$ cat src/rtl/uart_fifo_avalon.sv
// Avalon-MM UART: runtime baud divisor, configurable frame format, TX/RX FIFOs,
// sticky error flags, maskable level interrupt and internal loopback.

module uart_sync_fifo #(
  parameter int WIDTH = 8,
  parameter int DEPTH = 16
) (
  input  logic                   clk_i,
  input  logic                   rst_ni,
  input  logic                   push_i,
  input  logic                   pop_i,
  input  logic [WIDTH-1:0]       wdata_i,
  output logic [WIDTH-1:0]       rdata_o,
  output logic [$clog2(DEPTH):0] count_o,
  output logic                   full_o,
  output logic                   empty_o,
  output logic                   drop_o
);
  localparam int AW = $clog2(DEPTH);
  localparam int CW = AW + 1;
  localparam logic [CW-1:0] DEPTH_C = CW'(DEPTH);

  logic [WIDTH-1:0] mem_q [DEPTH];
  logic [AW-1:0]    wptr_q, rptr_q;
  logic [CW-1:0]    count_q, count_d;
  logic             do_push_s, do_pop_s;

  assign full_o    = (count_q == DEPTH_C);
  assign empty_o   = (count_q == '0);
  assign do_pop_s  = pop_i & ~empty_o;
  // A full FIFO still accepts a push when a pop frees the slot in the same cycle.
  assign do_push_s = push_i & (~full_o | do_pop_s);
  assign drop_o    = push_i & ~do_push_s;
  assign rdata_o   = mem_q[rptr_q];
  assign count_o   = count_q;

  always_comb begin
    case ({do_push_s, do_pop_s})
      2'b10:   count_d = count_q + {{(CW-1){1'b0}}, 1'b1};
      2'b01:   count_d = count_q - {{(CW-1){1'b0}}, 1'b1};
      default: count_d = count_q;
    endcase
  end

  always_ff @(posedge clk_i or negedge rst_ni) begin
    if (!rst_ni) begin
      wptr_q  <= '0;
      rptr_q  <= '0;
      count_q <= '0;
    end else begin
      wptr_q  <= do_push_s ? wptr_q + {{(AW-1){1'b0}}, 1'b1} : wptr_q;
      rptr_q  <= do_pop_s ? rptr_q + {{(AW-1){1'b0}}, 1'b1} : rptr_q;
      count_q <= count_d;
    end
  end

  always_ff @(posedge clk_i) begin
    if (do_push_s) begin
      mem_q[wptr_q] <= wdata_i;
    end
  end
endmodule

module uart_fifo_avalon #(
  parameter int DATA_BITS       = 8,
  parameter int PARITY          = 0,
  parameter int STOP_BITS       = 1,
  parameter int FIFO_DEPTH      = 16,
  parameter int DEFAULT_DIVISOR = 26
) (
  input  logic        clk_clk,
  input  logic        reset_reset_n,
  input  logic [1:0]  avs_address,
  input  logic        avs_chipselect,
  input  logic [3:0]  avs_byteenable,
  input  logic        avs_read,
  input  logic        avs_write,
  input  logic [31:0] avs_writedata,
  output logic [31:0] avs_readdata,
  output logic        irq,
  input  logic        rxd,
  output logic        txd
);
  localparam int CW = $clog2(FIFO_DEPTH) + 1;
  localparam int RW = DATA_BITS + 2;
  localparam logic [CW-1:0] HALF_C = CW'(FIFO_DEPTH / 2);

  typedef enum logic [2:0] {S_IDLE, S_START, S_DATA, S_PARITY, S_STOP} state_e;

  function automatic logic parity_bit(input logic [DATA_BITS-1:0] d);
    parity_bit = (PARITY == 1) ? ~(^d) : (^d);
  endfunction

  logic [2:0]  ctrl_q, ctrl_d;
  logic [15:0] div_q, div_d, tick_cnt_q;
  logic [3:0]  err_q, err_d, err_set_s, err_clr_s;
  logic [31:0] rdata_q, rdata_d;
  logic        irq_q, txd_q, tx_ser_q;
  logic        rx_sync1_q, rx_sync2_q, rx_prev_q;
  logic        tick_s, wr_s, rd_s, unused_ok_s;

  logic                 tx_push_s, tx_pop_s, tx_full_s, tx_empty_s, tx_drop_s;
  logic [DATA_BITS-1:0] tx_rdata_s;
  logic [CW-1:0]        tx_count_s;
  logic                 rx_push_s, rx_pop_s, rx_full_s, rx_empty_s, rx_drop_s;
  logic [RW-1:0]        rx_wdata_s, rx_rdata_s;
  logic [CW-1:0]        rx_count_s;

  state_e               tx_state_q, tx_state_d, rx_state_q, rx_state_d;
  logic [3:0]           tx_bcnt_q, tx_bcnt_d, rx_bcnt_q, rx_bcnt_d;
  logic [2:0]           tx_idx_q, tx_idx_d, rx_idx_q, rx_idx_d;
  logic [DATA_BITS-1:0] tx_shift_q, tx_shift_d, rx_shift_q, rx_shift_d;
  logic                 tx_par_q, tx_par_d, rx_pe_q, rx_pe_d;
  logic                 tx_line_s, tx_busy_s, tx_bit_end_s, tx_last_stop_s;
  logic                 rx_mid_s, rx_end_s, rx_fall_s, rx_raw_s;

  assign wr_s         = avs_chipselect & avs_write;
  assign rd_s         = avs_chipselect & avs_read;
  assign tick_s       = (tick_cnt_q == 16'd0);
  assign tx_push_s    = wr_s & (avs_address == 2'd0) & avs_byteenable[0];
  assign tx_bit_end_s = tick_s & (tx_bcnt_q == 4'd15);
  assign rx_mid_s     = tick_s & (rx_bcnt_q == 4'd7);
  assign rx_end_s     = tick_s & (rx_bcnt_q == 4'd15);
  assign rx_raw_s     = ctrl_q[2] ? tx_ser_q : rxd;
  assign rx_fall_s    = rx_prev_q & ~rx_sync2_q;
  assign unused_ok_s  = ^{avs_writedata[31:16], avs_byteenable[3:2]};

  assign avs_readdata = rdata_q;
  assign irq          = irq_q;
  assign txd          = txd_q;

  uart_sync_fifo #(.WIDTH(DATA_BITS), .DEPTH(FIFO_DEPTH)) u_tx_fifo (
    .clk_i(clk_clk), .rst_ni(reset_reset_n), .push_i(tx_push_s), .pop_i(tx_pop_s),
    .wdata_i(avs_writedata[DATA_BITS-1:0]), .rdata_o(tx_rdata_s), .count_o(tx_count_s),
    .full_o(tx_full_s), .empty_o(tx_empty_s), .drop_o(tx_drop_s)
  );

  uart_sync_fifo #(.WIDTH(RW), .DEPTH(FIFO_DEPTH)) u_rx_fifo (
    .clk_i(clk_clk), .rst_ni(reset_reset_n), .push_i(rx_push_s), .pop_i(rx_pop_s),
    .wdata_i(rx_wdata_s), .rdata_o(rx_rdata_s), .count_o(rx_count_s),
    .full_o(rx_full_s), .empty_o(rx_empty_s), .drop_o(rx_drop_s)
  );

  always_comb begin
    ctrl_d    = ctrl_q;
    div_d     = div_q;
    err_clr_s = 4'b0;
    if (wr_s) begin
      case (avs_address)
        2'd1:    ctrl_d = avs_byteenable[0] ? avs_writedata[2:0] : ctrl_q;
        2'd2:    div_d = {avs_byteenable[1] ? avs_writedata[15:8] : div_q[15:8],
                          avs_byteenable[0] ? avs_writedata[7:0]  : div_q[7:0]};
        2'd3:    err_clr_s = avs_byteenable[0] ? avs_writedata[3:0] : 4'b0;
        default: ctrl_d = ctrl_q;
      endcase
    end else begin
      ctrl_d = ctrl_q;
    end
    err_set_s = {rx_push_s & ~rx_sync2_q, rx_push_s & rx_pe_q, rx_drop_s, tx_drop_s};
    err_d     = (err_q & ~err_clr_s) | err_set_s;
  end

  always_comb begin
    rdata_d  = 32'd0;
    rx_pop_s = 1'b0;
    if (rd_s) begin
      case (avs_address)
        2'd0: begin
          if (!rx_empty_s) begin
            rx_pop_s                = 1'b1;
            rdata_d[DATA_BITS-1:0]  = rx_rdata_s[DATA_BITS-1:0];
            rdata_d[8]              = rx_rdata_s[DATA_BITS];
            rdata_d[9]              = rx_rdata_s[DATA_BITS+1];
            rdata_d[15]             = 1'b1;
            rdata_d[31:16]          = 16'(rx_count_s);
          end else begin
            rdata_d = 32'd0;
          end
        end
        2'd1:    rdata_d = {16'(tx_count_s), 3'b0, tx_busy_s, rx_empty_s, rx_full_s,
                            tx_empty_s, tx_full_s, 5'b0, ctrl_q};
        2'd2:    rdata_d = {16'd0, div_q};
        2'd3:    rdata_d = {28'd0, err_q};
        default: rdata_d = 32'd0;
      endcase
    end else begin
      rdata_d = 32'd0;
    end
  end

  always_comb begin
    case (tx_state_q)
      S_START:  tx_line_s = 1'b0;
      S_DATA:   tx_line_s = tx_shift_q[0];
      S_PARITY: tx_line_s = tx_par_q;
      S_STOP:   tx_line_s = 1'b1;
      default:  tx_line_s = 1'b1;
    endcase
    tx_busy_s      = (tx_state_q != S_IDLE);
    tx_last_stop_s = (tx_state_q == S_STOP) & tx_bit_end_s & (tx_idx_q == 3'(STOP_BITS - 1));
    // Reloading straight from the last stop bit keeps back-to-back frames gapless.
    tx_pop_s       = ~tx_empty_s & (((tx_state_q == S_IDLE) & tick_s) | tx_last_stop_s);
  end

  always_comb begin
    tx_state_d = tx_state_q;
    tx_idx_d   = tx_idx_q;
    tx_shift_d = tx_shift_q;
    tx_par_d   = tx_par_q;
    tx_bcnt_d  = (tick_s && tx_state_q != S_IDLE) ? tx_bcnt_q + 4'd1 : tx_bcnt_q;
    if (tx_pop_s) begin
      tx_state_d = S_START;
      tx_bcnt_d  = 4'd0;
      tx_idx_d   = 3'd0;
      tx_shift_d = tx_rdata_s;
      tx_par_d   = parity_bit(tx_rdata_s);
    end else if (tx_bit_end_s) begin
      case (tx_state_q)
        S_START: begin
          tx_state_d = S_DATA;
          tx_idx_d   = 3'd0;
        end
        S_DATA: begin
          tx_shift_d = tx_shift_q >> 1;
          if (tx_idx_q == 3'(DATA_BITS - 1)) begin
            tx_state_d = (PARITY != 0) ? S_PARITY : S_STOP;
            tx_idx_d   = 3'd0;
          end else begin
            tx_idx_d = tx_idx_q + 3'd1;
          end
        end
        S_PARITY: begin
          tx_state_d = S_STOP;
          tx_idx_d   = 3'd0;
        end
        S_STOP: begin
          if (tx_idx_q == 3'(STOP_BITS - 1)) begin
            tx_state_d = S_IDLE;
          end else begin
            tx_idx_d = tx_idx_q + 3'd1;
          end
        end
        default: tx_state_d = S_IDLE;
      endcase
    end else begin
      tx_state_d = tx_state_q;
    end
  end

  always_comb begin
    rx_push_s  = (rx_state_q == S_STOP) & rx_mid_s;
    rx_wdata_s = {~rx_sync2_q, rx_pe_q, rx_shift_q};
  end

  always_comb begin
    rx_state_d = rx_state_q;
    rx_idx_d   = rx_idx_q;
    rx_shift_d = rx_shift_q;
    rx_pe_d    = rx_pe_q;
    rx_bcnt_d  = (tick_s && rx_state_q != S_IDLE) ? rx_bcnt_q + 4'd1 : rx_bcnt_q;
    case (rx_state_q)
      S_IDLE: begin
        if (rx_fall_s) begin
          rx_state_d = S_START;
          rx_bcnt_d  = 4'd0;
          rx_pe_d    = 1'b0;
        end else begin
          rx_state_d = S_IDLE;
        end
      end
      S_START: begin
        if (rx_mid_s && rx_sync2_q) begin
          rx_state_d = S_IDLE;
        end else if (rx_end_s) begin
          rx_state_d = S_DATA;
          rx_idx_d   = 3'd0;
        end else begin
          rx_state_d = S_START;
        end
      end
      S_DATA: begin
        rx_shift_d = rx_mid_s ? {rx_sync2_q, rx_shift_q[DATA_BITS-1:1]} : rx_shift_q;
        if (rx_end_s) begin
          if (rx_idx_q == 3'(DATA_BITS - 1)) begin
            rx_state_d = (PARITY != 0) ? S_PARITY : S_STOP;
          end else begin
            rx_idx_d = rx_idx_q + 3'd1;
          end
        end else begin
          rx_state_d = S_DATA;
        end
      end
      S_PARITY: begin
        rx_pe_d    = rx_mid_s ? (rx_sync2_q != parity_bit(rx_shift_q)) : rx_pe_q;
        rx_state_d = rx_end_s ? S_STOP : S_PARITY;
      end
      S_STOP:  rx_state_d = rx_mid_s ? S_IDLE : S_STOP;
      default: rx_state_d = S_IDLE;
    endcase
  end

  always_ff @(posedge clk_clk or negedge reset_reset_n) begin
    if (!reset_reset_n) begin
      tx_state_q <= S_IDLE;
      tx_bcnt_q  <= 4'd0;
      tx_idx_q   <= 3'd0;
      tx_shift_q <= '0;
      tx_par_q   <= 1'b0;
      rx_state_q <= S_IDLE;
      rx_bcnt_q  <= 4'd0;
      rx_idx_q   <= 3'd0;
      rx_shift_q <= '0;
      rx_pe_q    <= 1'b0;
    end else begin
      tx_state_q <= tx_state_d;
      tx_bcnt_q  <= tx_bcnt_d;
      tx_idx_q   <= tx_idx_d;
      tx_shift_q <= tx_shift_d;
      tx_par_q   <= tx_par_d;
      rx_state_q <= rx_state_d;
      rx_bcnt_q  <= rx_bcnt_d;
      rx_idx_q   <= rx_idx_d;
      rx_shift_q <= rx_shift_d;
      rx_pe_q    <= rx_pe_d;
    end
  end

  // A divisor write only lands at the next reload, so an in-flight count is never cut short.
  always_ff @(posedge clk_clk or negedge reset_reset_n) begin
    if (!reset_reset_n) begin
      tick_cnt_q <= 16'(DEFAULT_DIVISOR);
      div_q      <= 16'(DEFAULT_DIVISOR);
      ctrl_q     <= 3'd0;
      err_q      <= 4'd0;
      rdata_q    <= 32'd0;
      irq_q      <= 1'b0;
      txd_q      <= 1'b1;
      tx_ser_q   <= 1'b1;
      rx_sync1_q <= 1'b1;
      rx_sync2_q <= 1'b1;
      rx_prev_q  <= 1'b1;
    end else begin
      tick_cnt_q <= tick_s ? div_q : tick_cnt_q - 16'd1;
      div_q      <= div_d;
      ctrl_q     <= ctrl_d;
      err_q      <= err_d;
      rdata_q    <= rdata_d;
      irq_q      <= (ctrl_q[0] & ~rx_empty_s) | (ctrl_q[1] & (tx_count_s < HALF_C));
      txd_q      <= ctrl_q[2] ? 1'b1 : tx_line_s;
      tx_ser_q   <= tx_line_s;
      rx_sync1_q <= rx_raw_s;
      rx_sync2_q <= rx_sync1_q;
      rx_prev_q  <= rx_sync2_q;
    end
  end
endmodule
$ cat config.mk
export PLATFORM = sky130hd
export DESIGN_NAME = uart_fifo_avalon
export DESIGN_NICKNAME = d
export VERILOG_FILES = /design/src/rtl/uart_fifo_avalon.sv
export SDC_FILE = /design/constraint.sdc
export NUM_CORES = 1
export LEC_CHECK = 0
export ABC_CLOCK_PERIOD_IN_PS = 4900
export CORE_UTILIZATION = 33
export CTS_BUF_LIST = sky130_fd_sc_hd__clkbuf_8
export DETAILED_ROUTE_END_ITERATION = 10
export SYNTH_ARGS = -nofsm -noshare
export SYNTH_HDL_FRONTEND = slang
export SYNTH_SLANG_ARGS = --single-unit
export TNS_END_PERCENT = 10
$ cat constraint.sdc
create_clock -name clk_clk -period 4.9 [get_ports clk_clk]
set_clock_uncertainty 0.05 [all_clocks]
set_input_delay 0.98 -clock clk_clk [delete_from_list [all_inputs] [get_ports clk_clk]]
set_output_delay 0.98 -clock clk_clk [all_outputs]
set_load 0.02 [all_outputs]
==> results of run 1 <==
area by class of cell:
cell class                 count  area share [%]
clock buffer                  90            6.08
clock inverter                41            1.37
inverter                      26           0.479
multi-input combinational    577            25.5
sequential                   418            58.5
tap                          680            4.17
timing repair buffer          90            3.91
synthesized netlist by cell type (4+ instances only):
library cell  instances  area share [%]
nor2b_1              11            0.40
and3_1                5            0.18
edfxtp_1            288              50
nand2_1              73             1.6
xor2_1                7            0.35
inv_1                26            0.56
mux2_2               41             2.7
dfstp_2              11             1.7
nor4_1               13            0.47
xnor2_1              40             2.0
nor2_1               68             1.5
a21oi_1              24            0.69
nor3_1               15            0.43
a22oi_1              19            0.82
o21ai_0              25            0.72
a22o_1               12            0.60
nand4_1               7            0.25
clkbuf_1             27            0.58
and2_1                8            0.29
mux4_2               80              10
mux2i_1              19             1.1
a211oi_1              4            0.17
dfrtp_1             119              17
buf_2                 9            0.26
nand2b_1             13            0.47
nand3_1              11            0.32
a21o_1                4            0.17
buf_1                 9            0.19
buf_4                11            0.47
ha_1                 24             1.7
flip-flops by register name, summed over array words and instances (netlist names), 5 cells and up:
name	cells
u_rx_fifo.count_o	5
u_rx_fifo.mem_q	160
rx_shift_q	8
div_q	16
avs_readdata	21
u_tx_fifo.mem_q	128
tick_cnt_q	16
tx_shift_q	8
u_tx_fifo.count_o	5
metrics by stage:
step | power, mW | util [%] | hold slack, ns
after floorplan | 5.06 | - | 0.295
after global placement | 5.41 | 36.5 | 0.300
after detailed placement | 5.43 | 36.5 | 0.297
after CTS | 8.71 | 39.4 | 0.309
after global routing | 8.99 | 39.4 | 0.316
final | 8.60 | 39.4 | 0.308
power breakdown:
part / leakage [nW] / internal [mW] / switching (mW)
clock network: 0.883 / 1.87 / 1.40
registers: 4.61 / 3.99 / 0.359
logic: 2.27 / 0.517 / 0.467
total: 7.76 / 6.37 / 2.22
routing by layer:
layer	up-vias	track usage [%]	routed length (microns)
met5	-	0	0
met3	74	3.69	2000
met4	0	5.22	969
li1	4309	-	-
met1	4840	18.7	16600
met2	228	24.0	19000
cell families after synthesis:
| group | share of synthesized area, % |
|---|---|
| other cells | 0.0216 |
| xor+xnor | 2.37 |
| simple gates | 6.84 |
| compound gates | 4.13 |
| fa+ha+maj | 1.96 |
| buf+inv | 2.07 |
| flops | 68.5 |
| mux | 14.1 |
how the worst max path moves through the flow:
stage,depth (start not counted),slack [ns],endpoint
3_3_place_gp,8,1.13,u_rx_fifo.mem_q[9][3]
3_5_place_dp,8,1.07,u_rx_fifo.mem_q[9][3]
6_report,12,1.37,u_tx_fifo.count_o[4]
5_1_grt,13,1.17,u_tx_fifo.count_o[4]
2_1_floorplan,6,1.14,u_rx_fifo.mem_q[3][0]
4_1_cts,7,1.40,u_rx_fifo.mem_q[9][7]
==> metrics.md, run 1 <==
| Metric | Value |
|---|---|
| Critical R2R Launch | `u_tx_fifo.count_o[0]` |
| RSZ-0062 raised after global routing | `false` |
| WHS Endpoint | `rx_sync2_q` |
| Wirelength per Cell | `20.1 microns` |
| Pre-Repair DR Iteration Count | `5` |
| Critical R2R Capture | `u_tx_fifo.count_o[4]` |
| Slowest Stage Delay on Critical Path | `0.85 ns` |
| Placed insts | `1791` |
| Reg-to-reg slack, setup | `1.37 ns` |
| Most common cell on crit path | `nor2b_1` |
| CP Data Arrival Time | `3.98 ns` |
| EDFF count, synth | `288` |
| Cts hold-fix bufs | `0` |
| Outcome | `finished clean` |
| Synthesized flop and latch total | `418` |
| Starting Density | `33.6%` |
| Number of global-route vias before repair | `9867` |
| Post-route worst setup slack | `1.37 ns` |
| Worst hold path cell count | `0` |
| Largest net degree at the start of global routing | `78` |
| Ports | `78` |
| LEAKAGE | `7.76 nW` |
| Setup violations, final | `0` |
| Area of the multi-input gates | `5200 sq um` |
| Max Buffers Root-to-Sink | `3` |
| Family with the most delay on the worst path | `simple AND/OR/NAND/NOR gates` |
| Placed cell area | `18900 sq um` |
| Critical Path End Type | `register` |
| Fin crit period | `3.53 ns` |
| Critical Path Fanout Max | `5` |
| TNS Setup | `0 ns` |
| Mean Syn Cell Area | `16.3 sq um` |
| Main synth FF type | `edfxtp_1` |
| DP HPWL | `25200 microns` |
| Initial antenna violation count | `0` |
| Pwr per Cell Area | `422 nW/um^2` |
| DRC Markers | `0` |
| Sequential area share after synthesis | `68.5%` |
| Worst Tran Pin Value | `1.07 ns` |
| Synth Warn # | `0` |
| Sink count of the clock tree | `418` |
| Critical Path RT | `5.35 ns` |
| Commonest non-fill, non-tap cells in the layout | `edfxtp_1, dfrtp_1, clkbuf_8` |
| Worst path bufs/invs | `0` |
| Yosys cell types | `59` |
| Setup Crit Path Kind | `register to register` |
| CTS tree | `done` |
| Max VDD drop | `250 uV` |
| Ratio of cells with drive above 1 in the final layout | `24.0%` |
| Core box area | `51700 sq um` |
| Hold Vio Cnt, Final | `0` |
| Worst-path clk slew | `0.06 ns` |
| GP Congestion | `0.810` |
| DP Worst Slack | `1.07 ns` |
| FMAX | `283 MHz` |
| CP cell instances | `nor4_1, nor2b_1, nand3b_1, or2_0, nor2_2, ha_1, nor2b_1, o21ai_0, nand2b_1, nor3_1, a31oi_1, xnor2_1` |
| Die Y | `232 microns` |
| CTS root buf | `clkbuf_8` |
| Slowest cell on crit path | `nor4_1` |
| Post-synthesis cell count | `1067` |
| Post-cts resize count | `0` |
| HP Class | `register to register` |
| Clk_lat worst skew | `0.64 ns` |
| Crit path from | `u_tx_fifo.count_o[0]` |
| # nets final | `1255` |
| Fill count | `4787` |
| Fin crit share | `72.0%` |
| Max_cap viols | `0` |
| Area delta synth->final | `17.2%` |
| First-pass GRT wire length | `58500 microns` |
| 1st-iter DRT viols | `519` |
| Crit path launch type | `register` |
| Worst reg2reg path depth | `12` |
| Asr flop ratio synth | `31.1%` |
| Antenna diodes | `0` |
| Slew Limit Headroom | `28.3%` |
| Hold_sp | `rx_sync1_q` |
| Die area | `53600 sq um` |
| Die Wd | `232 microns` |
| Post-CTS setup buffers | `0` |
| CTS Buf Count | `72` |
| Seq. cell area | `11900 sq um` |
| Port bufs | `48` |
| Aggregate routed wire length | `38500 microns` |
| Post-Layout Cell Count | `1922` |
| GRT Total Usage | `14.6%` |
| Vias | `9451` |
| Std cell rows | `83` |
| Total gr overflow | `0` |
| Post-route ant nets | `0` |
| Commonest non-fill, non-tap cell in the layout | `edfxtp_1` |
| Mapped cell area | `17400 sq um` |
| H-tree Lvls | `3` |
| Design area | `20400 sq um` |
| Via-to-Cell Ratio | `4.92` |
| Slew Limit Fails | `0` |
(Power assumes the default switching activity.)
==> inputs of run 2 (changes only) <==
--- a/config.mk
+++ b/config.mk
@@ -5,7 +5,7 @@
 export SDC_FILE = /design/constraint.sdc
 export NUM_CORES = 1
 export LEC_CHECK = 0
-export ABC_CLOCK_PERIOD_IN_PS = 4900
+export ABC_CLOCK_PERIOD_IN_PS = 3400
 export CORE_UTILIZATION = 33
 export CTS_BUF_LIST = sky130_fd_sc_hd__clkbuf_8
 export DETAILED_ROUTE_END_ITERATION = 10
==> constraint.sdc (replaced) <==
create_clock -name clk_clk -period 3.4 [get_ports clk_clk]
set_clock_uncertainty 0.05 [all_clocks]
set_input_delay 0.68 -clock clk_clk [delete_from_list [all_inputs] [get_ports clk_clk]]
set_output_delay 0.68 -clock clk_clk [all_outputs]
set_load 0.02 [all_outputs]
==> run 2 against run 1 <==
Compared with the run above: sequential power grew 42%; clock power is 29% higher; fmax grew 11%; critical path depth up 1; count of clock-buffer cells in the layout down 11; die area unchanged; largest cell class unchanged; critical endpoint is now u_rx_fifo.count_o[4]; combinational power grew 61%; register-to-register slack worse by 1.1 ns; flip-flop and latch count is the same; routed wire length shrank 0.94%; total power grew 39%.
==> metrics.md, run 2 (synthesis results as in run 1) <==
| Metric | Value |
|---|---|
| Pwr per Cell Area | `583 nW/um^2 (+38%)` |
| Critical Path Fanout Max | `5 (unchanged)` |
| FMAX | `316 MHz (+11%)` |
| Max_cap viols | `0 (unchanged)` |
| Worst-path clk slew | `0.06 ns (about the same)` |
| Setup violations, final | `0 (unchanged)` |
| Clk_lat worst skew | `0.63 ns (about the same)` |
| Total gr overflow | `0 (unchanged)` |
| Post-route ant nets | `0 (unchanged)` |
| Core box area | `51700 sq um (unchanged)` |
| GP Congestion | `0.798 (-1.6%)` |
| Final Total Pwr | `12.0 mW (+39%)` |
| Comb pwr share | `13.3% (+1.8 points)` |
| DRC Markers | `0 (unchanged)` |
| 1st-iter DRT viols | `568 (+9.4%)` |
| CTS root buf | `clkbuf_8` |
| Commonest non-fill, non-tap cell in the layout | `edfxtp_1` |
| Number of global-route vias before repair | `9861 (-0.061%)` |
| Max Buffers Root-to-Sink | `3 (unchanged)` |
| Fin crit share | `93.2% (+21 points)` |
| Psw | `3.14 mW (+41%)` |
| Wirelength per Cell | `19.7 microns (-2.0%)` |
| # nets final | `1286 (+2.5%)` |
| Setup Crit Path Kind | `register to register` |
| Ratio of cells with drive above 1 in the final layout | `24.8% (+0.81 points)` |
| Sink count of the clock tree | `418 (unchanged)` |
| Area delta synth->final | `17.9%` |
| Largest Register | `u_rx_fifo.mem_q` |
| Starting Density | `33.6% (unchanged)` |
| Vias | `9501 (+0.53%)` |
| Antenna diodes | `0 (unchanged)` |
| Placed insts | `1823 (+1.8%)` |
| Die Wd | `232 microns (unchanged)` |
| Outcome | `finished clean` |
| First-pass GRT wire length | `58900 microns (+0.68%)` |
| Reg power frac | `51.7% (+1.1 points)` |
| Switching Fraction | `26.3% (+0.40 points)` |
| Via-to-Cell Ratio | `4.89 (-0.51%)` |
| Max reg flops | `160 (unchanged)` |
| Worst Tran Pin Value | `0.841 ns (-0.234 ns)` |
| Slew Limit Headroom | `43.8% (+15 points)` |
| Port bufs | `48 (unchanged)` |
| Max VDD drop | `292 uV (+17%)` |
| Hold Vio Cnt, Final | `0 (unchanged)` |
| LEAKAGE | `7.84 nW (+0.96%)` |
| Fin crit period | `3.17 ns (-0.362 ns)` |
| Area of the multi-input gates | `5210 sq um (about the same)` |
| RSZ-0062 raised after global routing | `false` |
| Die Y | `232 microns (unchanged)` |
| GRT Total Usage | `14.7% (+0.084 points)` |
| Post-Layout Cell Count | `1942 (+1.0%)` |
| Fill count | `4774 (-0.27%)` |
| Ports | `78 (unchanged)` |
| Internal cell power | `8.81 mW (+38%)` |
| Critical Path RT | `3.88 ns (-1.47 ns)` |
| Clock share of power | `35.1% (-2.9 points)` |
| Post-CTS setup buffers | `0 (unchanged)` |
| Critical Path End Type | `register` |
| H-tree Lvls | `3 (unchanged)` |
| DP HPWL | `25500 microns (+1.3%)` |
| Std cell rows | `83 (unchanged)` |
| Commonest non-fill, non-tap cells in the layout | `edfxtp_1, dfrtp_1, mux4_2` |
| HP Class | `register to register` |
| Slew Limit Fails | `0 (unchanged)` |
| Crit path launch type | `register` |
| Seq. cell area | `11900 sq um (about the same)` |
| CTS Buf Count | `70 (-2.8%)` |
| Initial antenna violation count | `1 (+1)` |
| Pre-Repair DR Iteration Count | `5 (unchanged)` |
| Die area | `53600 sq um (unchanged)` |
| CP Data Arrival Time | `3.65 ns (-0.33 ns)` |
| Aggregate routed wire length | `38200 microns (-0.94%)` |
| CTS tree | `done` |
| Largest net degree at the start of global routing | `56 (-28%)` |
-- run 2: changes by cell type in the layout (fill, tap and decap cells not counted), moves of 2 or more --
cell / before / now
buf_12: 0 / 7
buf_4: 42 / 67
bufinv_16: 4 / 2
clkbuf_8: 90 / 79
clkinv_1: 1 / 7
clkinv_2: 7 / 5
inv_1: 53 / 50
-- run 2: path summary, 6_finish.rpt --
check / from / endpoint / slack [ns] / cells past startpoint
worst max-delay path: tick_cnt_q[0] / u_rx_fifo.count_o[4] / 0.23 / 13
worst min-delay path: rx_sync1_q / rx_sync2_q / 0.31 / 0
worst max register to register: tick_cnt_q[0] / u_rx_fifo.count_o[4] / 0.23 / 13
worst min register to register: rx_sync1_q / rx_sync2_q / 0.31 / 0
max in group asynchronous: reset_reset_n / u_tx_fifo.wptr_q[1] / 1.95 / 3
min in group asynchronous: reset_reset_n / u_rx_fifo.wptr_q[0] / 0.54 / 2
-- run 2: critical path, stage by stage, from the launching register on --
cell	delay, ns
dfrtp_1	0.43
inv_1	0.08
ha_1	0.22
nor2b_1	0.27
and3_1	0.22
buf_4	0.13
and4_1	0.25
nand2b_1	0.22
inv_1	0.11
ha_1	0.33
a21o_1	0.20
a21oi_1	0.18
mux2i_1	0.24
xnor2_1	0.13
-- run 2: what timing repair did --
action,in CTS,in global routing
gates resized for setup,0,2
endpoints found under the setup margin,0,1
hold buffers,1,0
hold endpoints to repair,47,0
-- run 2: layer usage --
layer	share of wire (%)	GRT usage (%)	vias up
met5	0.034	0	-
met4	2.5	5.04	2
met3	4.7	3.09	66
met2	50	24.4	242
met1	43	19.1	4838
li1	-	-	4353
-- run 2: cell type report --
class / count / share of cell area [%]
Clock inverter: 39 / 1.02
Clock buffer: 79 / 5.30
Inverter: 26 / 0.476
Timing Repair Buffer: 123 / 5.53
Sequential cell: 418 / 58.1
Tap cell: 680 / 4.15
Multi-Input combinational cell: 577 / 25.4
-- run 2: stage by stage --
step	setup WS, ns	instance area (sq um)	setup TNS [ns]	hold WS, ns	util, %
after floorplan	-0.0554	17400	-4.43	0.295	-
after global placement	0.137	19200	0	0.297	37.1
after detailed placement	0.120	19200	0	0.297	37.1
after CTS	0.225	20500	0	0.313	39.6
after global routing	0.0369	20500	0	0.319	39.7
final	0.233	20500	0	0.311	39.7
-- run 2: power groups by stage --
stage | logic, mW | registers [mW] | clock network [mW]
2_1_floorplan | 1.22 | 6.06 | 0
3_3_place_gp | 1.59 | 6.26 | 0
3_5_place_dp | 1.62 | 6.27 | 0
4_1_cts | 1.62 | 6.18 | 4.32
5_1_grt | 1.76 | 6.23 | 4.52
6_report | 1.59 | 6.17 | 4.19
==> edit 1 (config.mk and constraints of run 1) <==
Compare `rx_bcnt_q` against `4'd7` with >= in place of ==.
--- a/src/rtl/uart_fifo_avalon.sv
+++ b/src/rtl/uart_fifo_avalon.sv
@@ -121,3 +121,3 @@
   assign tx_bit_end_s = tick_s & (tx_bcnt_q == 4'd15);
-  assign rx_mid_s     = tick_s & (rx_bcnt_q == 4'd7);
+  assign rx_mid_s     = tick_s & (rx_bcnt_q >= 4'd7);
   assign rx_end_s     = tick_s & (rx_bcnt_q == 4'd15);
Formal check against the unedited RTL: no difference found for any inputs over 4 cycles, from zero or initial values and one cycle with reset_reset_n low; that may be too few to reach the edited logic, so the function may still have changed.
==> edit 1 against run 1 <==
  * Count of clock-buffer cells in the layout shrank 11
  * Wire length down 6.2%
  * Total power is 4.1% lower
  * Design area fell by 1.1%
  * Cell count fell by 1.5%
  * Clock power down 9.8%
  * Non-clock buffer count is 11 lower
  * Area after synthesis up 0.14%
  * Sequential cell count unchanged
  * Utilization decreased by 0.44 points
  * Worst setup slack got worse by 73 ps
  * Highest routed layer unchanged
  * Combinational power hardly changed
  * Global-route usage shrank 0.85 points
==> edit 1: results (changes against run 1) <==
metric,value,unit,change
status,"complete, no violations",,
cp_slowest_cell,or4_4,,
grt_pass1_vias,9702,,-1.7%
numCtsBuffers,69,,-4.2%
hpwl,23.3,mm,-7.3%
finalWeightedCongestion,0.784,,-3.3%
place_ws,975,ps,-99.5 ps
grt.total_usage,0.138,,-0.00847
timing.fmax,0.278,GHz,-2.0%
vias,9192,,-2.7%
crit_fanout,4,,-1
fillers,4802,,+0.31%
worst_ep_arrival_time,4070,ps,+90 ps
fin_hold_ws,311,ps,+2.87 ps
max_slew_margin,0.393,,+0.110
synth.distinct_cells,62,,+5.1%
antenna_found_initial,1,,+1
p_leak,0.00771,uW,-0.65%
wl,36.2,mm,-6.2%
grt_use_met3,0.0307,,-0.00621
drt-wirelength-per-cell,19.1,microns,-4.8%
clkLatencyLatePin,620,ps,-20 ps
routedLengthMet1,16.1,mm,-2.9%
drtPass1Iterations,4,,-1
placed_area,0.0188,sq mm,-0.26%
drive_gt1_frac,0.245,,+0.00553
fin_nets,1229,,-2.1%
yosysSeqAreaShare,0.684,,-0.000935
max_stage_delay,540,ps,-310 ps
peakVddDrop,186,uV,-26%
==> edit 1: layout make-up <==
type / count / area (sq um) / share of cell area
Timing Repair Buffer: 79 / 714 / 0.0354
Clock buffer: 79 / 1090 / 0.0539
Tap cell: 680 / 851 / 0.0422
Inverter: 31 / 116 / 0.00577
Clock inverter: 47 / 254 / 0.0126
Multi-Input combinational cell: 560 / 5220 / 0.259
Sequential cell: 418 / 11900 / 0.591
==> edit 1: power breakdown <==
group	internal (uW)	switching, uW	leakage [uW]
Clock	1580	1360	0.000797
Combinational	513	472	0.00232
Sequential	3990	323	0.00460
==> edit 1: cell families (layout without fill, tap and decap cells) <==
kind of cell,count (synthesis),in the layout,synth area share
mux,141,141,0.143
compound gates,99,99,0.0364
buf+inv,83,236,0.0227
fa+ha+maj,27,27,0.0201
flops,418,418,0.684
xor+xnor,49,49,0.0246
other cells,1,11,0.000215
simple gates,233,233,0.0688
==> edit 2 (settings of run 1) <==
Made on the original files. The parameter `PARITY` goes from 0 to 1.
--- a/src/rtl/uart_fifo_avalon.sv
+++ b/src/rtl/uart_fifo_avalon.sv
@@ -65,3 +65,3 @@
   parameter int DATA_BITS       = 8,
-  parameter int PARITY          = 0,
+  parameter int PARITY          = 1,
   parameter int STOP_BITS       = 1,
Behaviour: no difference found for any inputs over 4 cycles, from zero or initial values and one cycle with reset_reset_n low; that may be too few to reach the edited logic, so the function may still have changed.
==> edit 2 against run 1 <==
  * Clock power shrank 14%
  * Total power shrank 6.2%
  * Critical endpoint is now u_rx_fifo.mem_q[1][4]
  * Largest power group unchanged
  * Area after synthesis is essentially flat
  * Combinational power shrank 2.8%
  * Wire length shrank 3.9%
  * Hold slack lost 2.0 ps
  * Highest routed layer unchanged
  * Sequential share of layout area grew 1.2 points
  * Design area shrank 2.0%
  * Sequential cell count is the same
  * Count of clock-buffer cells in the layout shrank 13
  * Worst setup slack lost 330 ps
  * Die area is essentially flat
==> edit 2: results (changes against run 1) <==
metric,value,unit,change
grt_pass1_wl,58.2,mm,-0.54%
grt_pass1_vias,9994,,+1.3%
grt.total_usage,0.143,,-0.00365
synth_edf_count,288,,unchanged
p_leak,0.00757,uW,-2.5%
max_slew.worst_pin.slew,1090,ps,+11.3 ps
r2r_end,u_rx_fifo.mem_q[1][4],,
holdCritPathClass,reg -> reg,,
antenna_found_initial,0,,unchanged
vias,9295,,-1.7%
synth.distinct_cells,65,,+10%
fin_nets,1244,,-0.88%
fin_hold_ws,306,ps,-2.03 ps
status,"complete, no violations",,
finalWeightedCongestion,0.804,,-0.79%
yosys_warnings,0,,unchanged
yosysSeqAreaShare,0.685,,about the same
r2r-start,tick_cnt_q[0],,
path_clk_slew,60,ps,about the same
peakVddDrop,160,uV,-36%
detail_route.iter0.violations,725,,+40%
crit_fanout,10,,+5
dp.cells,1785,,-0.34%
top_register,u_rx_fifo.mem_q,,
place_ws,709,ps,-365 ps
wl,37.0,mm,-3.9%
hpwl,24.3,mm,-3.3%
rr_worst_depth,9,,-3
rrSetupSlack,1040,ps,-330 ps
yosys-top-cells-count,"edfxtp_1, dfrtp_1, mux4_2",,
cp_slowest_cell,and2_1,,
yosys-top-cells-area,"edfxtp_1, dfrtp_1, mux4_2",,
max_stage_delay,550,ps,-300 ps
switching_share,0.267,,+0.00858
port_buffers,48,,unchanged
worst_ep_arrival_time,4040,ps,+60 ps
clkLatencyLatePin,610,ps,-30 ps
drive_gt1_frac,0.200,,-0.0403
grt_max_degree,85,,+9.0%
instances_no_fill,1907,,-0.78%
cts_root_buf,clkbuf_8,,
synthCells,1072,,+0.47%
cts_hold_buffers,0,,unchanged
numCtsBuffers,67,,-6.9%
==> edit 2: changes by cell type in the layout (fill, tap and decap cells not counted), sizes merged, moves of 6 or more <==
cell | run 1 | this run
a21oi | 25 | 35
or3 | 2 | 11
mux2 | 41 | 34
nor4 | 14 | 2
o21ai | 26 | 35
a22o | 12 | 6
inv | 54 | 62
nor2b | 11 | 5
nor3 | 15 | 24
clkbuf | 90 | 77
buf | 43 | 26
==> edit 2: how the worst max path moves through the flow <==
stage	startpoint	end	slack (ps)	cells past startpoint
2_1_floorplan	avs_address[1]	u_rx_fifo.mem_q[11][0]	1630	5
3_3_place_gp	avs_address[0]	u_tx_fifo.count_o[4]	790	12
3_5_place_dp	avs_address[0]	u_tx_fifo.count_o[4]	710	12
4_1_cts	tick_cnt_q[0]	u_rx_fifo.mem_q[1][4]	1020	9
5_1_grt	tick_cnt_q[0]	u_rx_fifo.mem_q[0][7]	770	9
6_report	tick_cnt_q[0]	u_rx_fifo.mem_q[1][4]	1040	9
==> edit 2: cell type report <==
cell class | instances | area (sq um)
clock inverter | 45 | 199
fill | 4810 | 31700
sequential | 418 | 11900
clock buffer | 77 | 1060
multi-input combinational | 584 | 5160
tap | 680 | 851
timing repair buffer | 73 | 669
inverter | 30 | 113
==> edit 2: power groups by stage <==
stage,registers (uW),logic (uW),clock network [uW]
after floorplan,4210,800,0
after CTS,4310,970,2880
final,4310,957,2800
after global routing,4350,1070,3050
after detailed placement,4380,968,0
after global placement,4370,947,0
==> edit 2: logic make-up after synthesis <==
group,after synthesis,share of synthesized area
AO/OA/AOI/OAI,119,0.0437
XOR/XNOR,49,0.0247
adder cells (fa/ha/maj),26,0.0196
buffers and inverters,80,0.0208
flip-flops,418,0.685
multiplexers,133,0.138
other,1,0.000215
AND/OR/NAND/NOR,246,0.0686
==> edit 2: layer usage <==
layer,GRT usage,part of all wire,vias to the layer above
met5,0,0,-
met4,0.0389,0.018,0
met3,0.0281,0.041,57
met2,0.236,0.49,182
met1,0.191,0.45,4795
li1,-,-,4261
==> edit 2: worst register-to-register path, cell delays in order (launching register included) <==
cell     delay [ps]
dfrtp_1         400
inv_1            70
ha_1            170
or3b_1          430
nor4b_2         340
and2_1          380
nand2_1         240
a31oi_4         400
nor3b_1         450
and2_1          550
==> edit 2: per-stage QoR <==
step	power (uW)	utilization	instance area, sq um
floorplan	5010	-	17400
global placement	5320	0.362	18700
detailed placement	5350	0.362	18700
CTS	8160	0.386	20000
global route	8460	0.386	20000
finish	8060	0.386	20000
